<file path="src/rtl/pi_link_deframer.sv">
// Pi GPIO link deframer: syncs strobe/state/data, packs audio bytes into R/L pairs.
// Optional DEFERR_STATS_EN adds err_count/frame_count diagnostics.
module pi_link_deframer #(
  parameter int SYNC_STAGES = 2,
  parameter int TIMEOUT     = 1023,
  parameter int REQ_THRESH  = 64,
  parameter int LEVEL_W     = 8
) (
  input  logic               clk,
  input  logic               rst,
  input  logic               link_clk,
  input  logic [1:0]         link_state,
  input  logic [7:0]         link_data,
  input  logic [LEVEL_W-1:0] fifo_level,
  output logic [23:0]        sample_r,
  output logic [23:0]        sample_l,
  output logic               sample_wr,
  output logic               rx_req,
  output logic               frame_err
`ifdef DEFERR_STATS_EN
  ,
  output logic [15:0]        err_count,
  output logic [15:0]        frame_count
`endif
);

  localparam int TW = $clog2(TIMEOUT + 1);
  localparam logic [TW-1:0] TMO_MAX = TW'(TIMEOUT);
  localparam logic [LEVEL_W:0] THR = (LEVEL_W + 1)'(REQ_THRESH);

  typedef enum logic [1:0] {
    IDLE,
    COLLECT,
    COMMIT
  } state_t;

  logic [SYNC_STAGES-1:0]      clk_sync;
  logic [SYNC_STAGES-1:0][1:0] st_sync;
  logic [SYNC_STAGES-1:0][7:0] dat_sync;
  logic                        clk_dly;

  logic       clk_s;
  logic [1:0] st_s;
  logic [7:0] dat_s;
  logic       strobe;
  logic       audio;
  logic       cap;

  state_t      state;
  logic [1:0]  idx;
  logic [15:0] sh_r;
  logic [15:0] sh_l;
  logic [TW-1:0] tmo;

  assign clk_s  = clk_sync[SYNC_STAGES-1];
  assign st_s   = st_sync[SYNC_STAGES-1];
  assign dat_s  = dat_sync[SYNC_STAGES-1];
  assign strobe = clk_s & ~clk_dly;
  assign audio  = (st_s == 2'b11);
  assign cap    = strobe & audio;

  always_ff @(posedge clk) begin
    if (rst) begin
      clk_sync <= '0;
      st_sync  <= '0;
      dat_sync <= '0;
      clk_dly  <= 1'b0;
    end else begin
      clk_sync[0] <= link_clk;
      st_sync[0]  <= link_state;
      dat_sync[0] <= link_data;
      for (int i = 1; i < SYNC_STAGES; i++) begin
        clk_sync[i] <= clk_sync[i-1];
        st_sync[i]  <= st_sync[i-1];
        dat_sync[i] <= dat_sync[i-1];
      end
      clk_dly <= clk_s;
    end
  end

  always_ff @(posedge clk) begin
    if (rst) begin
      state     <= IDLE;
      idx       <= 2'd0;
      sh_r      <= '0;
      sh_l      <= '0;
      tmo       <= '0;
      sample_r  <= '0;
      sample_l  <= '0;
      sample_wr <= 1'b0;
      frame_err <= 1'b0;
      rx_req    <= 1'b0;
    end else begin
      sample_wr <= 1'b0;
      frame_err <= 1'b0;
      rx_req    <= ({1'b0, fifo_level} < THR);
      if (cap)
        tmo <= '0;
      else if (tmo != TMO_MAX)
        tmo <= tmo + 1'b1;
      unique case (state)
        IDLE: begin
          if (cap) begin
            sh_r[15:8] <= dat_s;
            idx        <= 2'd1;
            state      <= COLLECT;
          end
        end
        COLLECT: begin
          // a state change or timeout beats a simultaneous byte
          if (!audio || tmo == TMO_MAX) begin
            frame_err <= 1'b1;
            idx       <= 2'd0;
            state     <= IDLE;
          end else if (cap) begin
            unique case (idx)
              2'd1: sh_r[7:0]  <= dat_s;
              2'd2: sh_l[15:8] <= dat_s;
              default: begin
                sh_l[7:0] <= dat_s;
                state     <= COMMIT;
              end
            endcase
            idx <= idx + 2'd1;
          end
        end
        default: begin
          sample_r  <= {sh_r, 8'h00};
          sample_l  <= {sh_l, 8'h00};
          sample_wr <= 1'b1;
          idx       <= 2'd0;
          state     <= IDLE;
          if (cap) begin
            sh_r[15:8] <= dat_s;
            idx        <= 2'd1;
            state      <= COLLECT;
          end
        end
      endcase
    end
  end

`ifdef DEFERR_STATS_EN
  always_ff @(posedge clk) begin
    if (rst) begin
      err_count   <= '0;
      frame_count <= '0;
    end else begin
      if (frame_err && err_count != 16'hFFFF)
        err_count <= err_count + 16'd1;
      if (sample_wr)
        frame_count <= frame_count + 16'd1;
    end
  end
`endif

endmodule

</file>
<file path="config.mk">
export PLATFORM = sky130hd
export DESIGN_NAME = pi_link_deframer
export DESIGN_NICKNAME = d
export VERILOG_FILES = /design/src/rtl/pi_link_deframer.sv
export SDC_FILE = /design/constraint.sdc
export NUM_CORES = 1
export LEC_CHECK = 0
export CAP_MARGIN = 20
export CORE_MARGIN = 2
export CORE_UTILIZATION = 41
export DETAILED_ROUTE_END_ITERATION = 10
export HOLD_SLACK_MARGIN = 0.08
export PLACE_DENSITY = 0.74
export SLEW_MARGIN = 20
export SYNTH_ARGS = -nofsm -noshare
export SYNTH_HDL_FRONTEND = slang
export SYNTH_SLANG_ARGS = --single-unit
</file>
<file path="constraint.sdc">
create_clock -name clk -period 3.3 [get_ports clk]
set_clock_uncertainty 0.05 [all_clocks]
set_input_delay 0.495 -clock clk [delete_from_list [all_inputs] [get_ports clk]]
set_output_delay 0.495 -clock clk [all_outputs]
set_load 0.02 [all_outputs]
</file>
==> impl_metrics.yaml, run 1 <==
outcome:
  status: "complete, no violations"
grt:
  grt_pass1_wl_mm: 10.87
  grt_overflow: 0
  grt_usage_pct: 13.42
  grt_pass1_vias: 2282
  grt_max_degree: 40
  antenna_found_initial: 0
floorplanning:
  design.portCount: 72
  core-area_um2: 9284
  num_rows: 35
  die_height_um: 102.2
  die_w_um: 102.2
  start_util_pct: 42.60
  die_area_um2: 10450
worst_setup_path:
  crit_buf_inv: 0
  startpoint: "tmo[0]$_SDFFE_PP0P_"
  path_max_fanout: 9
  r2r_start: "tmo[0]$_SDFFE_PP0P_"
  crit_chain: "ha_1 -> nand4_2 -> or3_1 -> nand4_1 -> mux2i_1"
  rr_endpoint: "sh_l[7]$_SDFFE_PP0P_"
  rr_worst_depth: 5
  worst-endpoint-required_ns: 3.52
  ff2ff_setup_slack_ns: 1.00
  crit_end: "sh_l[7]$_SDFFE_PP0P_"
  slowest_stage: "or3_1"
  cp-start-kind: "register"
  path_delay_family: "simple AND/OR/NAND/NOR gates"
  arrival_ns: 2.52
  slowest_delay_ns: 0.56
  crit_type: "reg -> reg"
  worstSetupEndpointType: "register"
  cp_num_cells: 5
timing:
  max_freq_ghz: 0.4356
  tns_ns: 0
  period_needed_ns: 2.296
  slew_headroom_pct: 57.82
  worstMarginPinSlew_ns: 0.6308
  hold_viol: 0
  holdWs_ns: 0.3925
  rsz0062_at_grt: "false"
  slew_viol_final: 0
  setup_viol: 0
  setup_ws_ns: 1.004
  period_share_pct: 69.57
synth:
  synth_area_leaders: "dfxtp_1 (53%), mux2i_1 (14%), nor2_1 (4.7%)"
  synth.avg_cell_area_um2: 10.33
  yosysWarnings: 0
  ys_types: 45
  seq_area_frac_synth_pct: 52.64
  synth_top_cell_by_area: "dfxtp_1"
  synth_edf_count: 0
  syn_area_um2: 3955
  synthFlopType: "dfxtp_1"
  synth.top_cell.area_share_pct: 52.64
  syn_inst: 383
  async_reset_ff_share_pct: 0
  ys_ff_latch: 104
finish:
  mostFrequentLayoutCell: "dfxtp_1"
  finish.utilization_pct: 50.31
  layout_common_cells: "dfxtp_1 (103), mux2i_1 (57), nor2_1 (49), clkdlybuf4s50_1 (48)"
  drive_above_1_share_pct: 5.800
  syn_to_final_growth_pct: 18.10
  layout.cells.non_filler: 560
  num-nets-final: 450
  num_antenna_cells: 0
clocking:
  postCtsSetupBuffers: 0
  ctsHoldBuffers: 0
  clk_pin_slew_ns: 0.09
  root_buffer: "clkbuf_8"
  clk_latency_ns: 0.35
  cts_buffers: 9
  clk_path_buf_depth: 2
  cts_num_sinks: 104
  htreeDepth: 3
  postCtsResizedCells: 0
  tritoncts: "done"
route:
  dr.pass1.iters: 4
  route.detailed.drc: 0
  wl_per_cell_um: 11.96
  viasPerCell: 4.638
  num_vias: 2597
  drtAntennaViolNets: 0
  routed_wl_mm: 6.698
  drt-initial-drc-count: 210
pwr:
  power_leakage_nw: 1.728
  powerDensity_nw_per_um2: 457.8
  ir_worst_vdd_uv: 352.8
job:
  maxCapViolCount: 0
placement:
  routabilityCongestion: 0.8093
  dpl.cell_count: 544
  portBuffers: 49
  pre_cts_ws_ns: 1.003
  hpwl_mm: 4.534
hold_path:
  hold_path_class: "reg -> reg"
[per-stage QoR]
stage | cell area [µm²] | total power, W
6_report | 4671 | 0.002138
5_1_grt | 4671 | 0.002220
4_1_cts | 4671 | 0.002165
3_5_place_dp | 4474 | 0.001389
3_3_place_gp | 4474 | 0.001387
2_1_floorplan | 4011 | 0.001378
[synth_stat cells, types with 2 or more instances]
cell	instances
nor3_1	3
clkbuf_1	13
nor2_1	49
buf_6	2
or3_1	2
mux2i_1	57
buf_2	4
and3_1	2
a211oi_1	4
nor2b_1	25
o21ai_0	10
inv_1	5
nand2b_1	25
nand2_1	9
xor2_1	2
o211ai_1	2
nand4_1	2
nand3b_1	8
a21oi_1	10
buf_4	17
nand3_1	2
a211o_1	2
ha_1	3
dfxtp_1	104
[worst min-delay path by stage]
stage,startpoint,endpoint,slack (ns),cells after the start
final,dat_sync[4]$_SDFF_PP0_,dat_s[4]$_SDFF_PP0_,0.39,1
after global routing,dat_sync[0]$_SDFF_PP0_,dat_s[0]$_SDFF_PP0_,0.41,1
after CTS,dat_sync[4]$_SDFF_PP0_,dat_s[4]$_SDFF_PP0_,0.39,1
after detailed placement,dat_sync[4]$_SDFF_PP0_,dat_s[4]$_SDFF_PP0_,0.37,1
after global placement,dat_sync[5]$_SDFF_PP0_,dat_s[5]$_SDFF_PP0_,0.37,1
after floorplan,clk_sync[0]$_SDFF_PP0_,clk_sync[1]$_SDFF_PP0_,0.36,1
[final cells by class]
| type | instances | area (µm²) |
|---|---|---|
| clock buffer | 12 | 145.1 |
| clock inverter | 4 | 51.30 |
| fill | 865 | 4613 |
| inverter | 5 | 18.77 |
| multi-input combinational | 252 | 1688 |
| sequential | 104 | 2083 |
| tap | 129 | 161.4 |
| timing repair buffer | 54 | 523.0 |
[registers in the layout, summed over array words and instances (netlist names)]
signal,cells
clk_dly,1
clk_sync,2
dat_s,8
dat_sync,8
frame_err,1
idx,2
rx_req,1
sample_l,16
sample_r,16
sample_wr,1
sh_l,16
sh_r,16
st_s,2
st_sync,2
state,2
tmo,10
[cell families (layout without fill, tap and decap cells)]
group,after synthesis,after routing,synth area share [%]
muxes,57,57,14.43
DFF,104,104,52.64
and+or+nand+nor,139,139,19.55
buffers and inverters,42,75,6.106
xor gates and xnor gates,3,3,0.6645
adders and majority gates,3,3,0.9492
AOI/OAI and AO/OA,34,34,5.568
other,1,16,0.09482
[layer usage]
| metal | up-vias | wire length, µm | global-route usage (%) | share of wire (%) |
|---|---|---|---|---|
| met2 | 64 | 2969 | 19.74 | 44 |
| li1 | 1337 | - | - | - |
| met3 | 2 | 280 | 3.967 | 4.2 |
| met5 | - | 0 | 0 | 0 |
| met4 | 0 | 53 | 5.026 | 0.79 |
| met1 | 1194 | 3394 | 18.68 | 51 |
[report_power, final]
group          total (W)  internal (W)  switching, W  leakage (nW)
Sequential       0.00128       0.00127    0.00000781         0.844
Clock           0.000779      0.000374      0.000405        0.0970
Combinational  0.0000809     0.0000339     0.0000470         0.787
(Power assumes the default switching activity.)
==> run 2, diff against run 1 <==
Clock period 3.3 ns to 2.2 ns, I/O delays scaled along.
==> run 2 against run 1 <==
Against the previous run: die area unchanged; clock power up 39%; register-to-register slack worse by 0.83 ns; routed wire length up 2.1%; combinational power up 55%; non-clock buffer count up 2; sequential power up 50%; hold slack worse by 0.11 ns; clock-buffer cell count down 2; via count up 1.2%; global-route usage about the same; maximum frequency up 13%; largest power group unchanged.
==> impl_metrics.yaml, run 2 (synthesis results as in run 1) <==
pwr:
  powerDensity_nw_per_um2: 666.6
  total_power_w: 0.003122
  power_leakage_nw: 1.733
  ir_worst_vdd_uv: 407.4
finish:
  mostFrequentLayoutCell: "dfxtp_1"
  stdcell_area_um2: 4683
  layout.cells.non_filler: 562
  layout_common_cells: "dfxtp_1 (103), mux2i_1 (57), nor2_1 (49), clkdlybuf4s50_1 (48)"
  num_antenna_cells: 0
  syn_to_final_growth_pct: 18.41
  num-nets-final: 452
  drive_above_1_share_pct: 6.467
route:
  wl_met1_mm: 3.391
  top_layer: "met4"
  viasPerCell: 4.676
  wl_per_cell_um: 12.17
  wl_met2_mm: 2.979
  dr.pass1.iters: 4
  drtAntennaViolNets: 0
  route.detailed.drc: 0
  routed_wl_mm: 6.840
  route.met3.wl_um: 336
  num_vias: 2628
  drt-initial-drc-count: 156
floorplanning:
  core-area_um2: 9284
  start_util_pct: 42.60
  die_height_um: 102.2
  die_area_um2: 10450
  design.portCount: 72
  die_w_um: 102.2
  num_rows: 35
placement:
  portBuffers: 49
  place_area_um2: 4502
  routabilityCongestion: 0.8415
  hpwl_mm: 4.619
  dpl.cell_count: 546
timing:
  tns_ns: 0
  rsz0062_at_grt: "false"
  worstMarginPinSlew_ns: 0.5576
  slew_viol_final: 0
  setup_viol: 0
  slew_headroom_pct: 62.75
  max_freq_ghz: 0.4938
  period_needed_ns: 2.025
  period_share_pct: 92.06
  hold_viol: 0
clocking:
  htreeDepth: 3
  cts_num_sinks: 104
  root_buffer: "clkbuf_8"
  postCtsSetupBuffers: 0
  clk_latency_ns: 0.36
  cts_buffers: 9
  postCtsResizedCells: 0
  ctsHoldBuffers: 0
  clk_path_buf_depth: 2
  tritoncts: "done"
  clk_pin_slew_ns: 0.10
worst_setup_path:
  crit_type: "reg -> reg"
  cp-start-kind: "register"
  worst-endpoint-required_ns: 2.44
  worstSetupEndpointType: "register"
  path_max_fanout: 9
  arrival_ns: 2.26
  ff2ff_setup_slack_ns: 0.17
grt:
  antenna_found_initial: 0
  grt_overflow: 0
  grt_pass1_vias: 2369
  grt_max_degree: 104
  grt_pass1_wl_mm: 10.98
  grt_usage_pct: 13.42
job:
  maxCapViolCount: 0
hold_path:
  hold_path_class: "in -> reg"
outcome:
  status: "complete, no violations"
## run 2: cell count changes in the layout (fill, tap and decap cells not counted), sizes merged
cell and delta:
clkinv +2, inv +1, bufinv -1, clkbuf -2
buf +2
## run 2: final timing paths
path / startpoint / endpoint / cells after the start
worst min register to register: clk_sync[0]$_SDFF_PP0_ / clk_sync[1]$_SDFF_PP0_ / 1
worst max-delay path: tmo[0]$_SDFFE_PP0P_ / sh_l[7]$_SDFFE_PP0P_ / 6
worst max register to register: tmo[0]$_SDFFE_PP0P_ / sh_l[7]$_SDFFE_PP0P_ / 6
worst min-delay path: rst / tmo[3]$_SDFFE_PP0P_ / 4
## run 2: worst max-delay path: stages (launching register included)
cell	delay (ns)
dfxtp_1	0.40
ha_1	0.25
nand4_2	0.13
or3_1	0.54
nand4_1	0.17
buf_4	0.21
mux2i_1	0.20
## run 2: cell type report
cell class,count,area (µm²)
timing repair buffer,56,550.5
inverter,5,18.77
multi-input combinational,252,1688
clock buffer,10,127.6
tap,129,161.4
sequential,104,2083
clock inverter,6,53.80
fill,842,4601
## run 2: layer usage
layer,vias to the layer above,global-route usage (%)
met5,-,0
met4,0,5.333
met3,8,4.309
met2,67,19.64
met1,1205,18.44
li1,1348,-
## run 2: per-stage QoR
step | utilization, % | hold slack (ns) | worst slack (ns)
final | 50.44 | 0.2827 | 0.1748
after CTS | 50.44 | 0.2710 | 0.1776
after floorplan | - | 0.3568 | 0.3569
after global placement | 48.49 | 0.3685 | 0.3089
after global routing | 50.44 | 0.2997 | 0.07503
after detailed placement | 48.49 | 0.3746 | 0.2127
## run 2: power breakdown
part | internal (W) | switching [W] | total (W) | leakage (nW)
sequential | 0.00191 | 0.0000119 | 0.00192 | 0.844
clock | 0.000430 | 0.000649 | 0.00108 | 0.0890
combinational | 0.0000538 | 0.0000716 | 0.000125 | 0.800
total | 0.00239 | 0.000733 | 0.00312 | 1.73
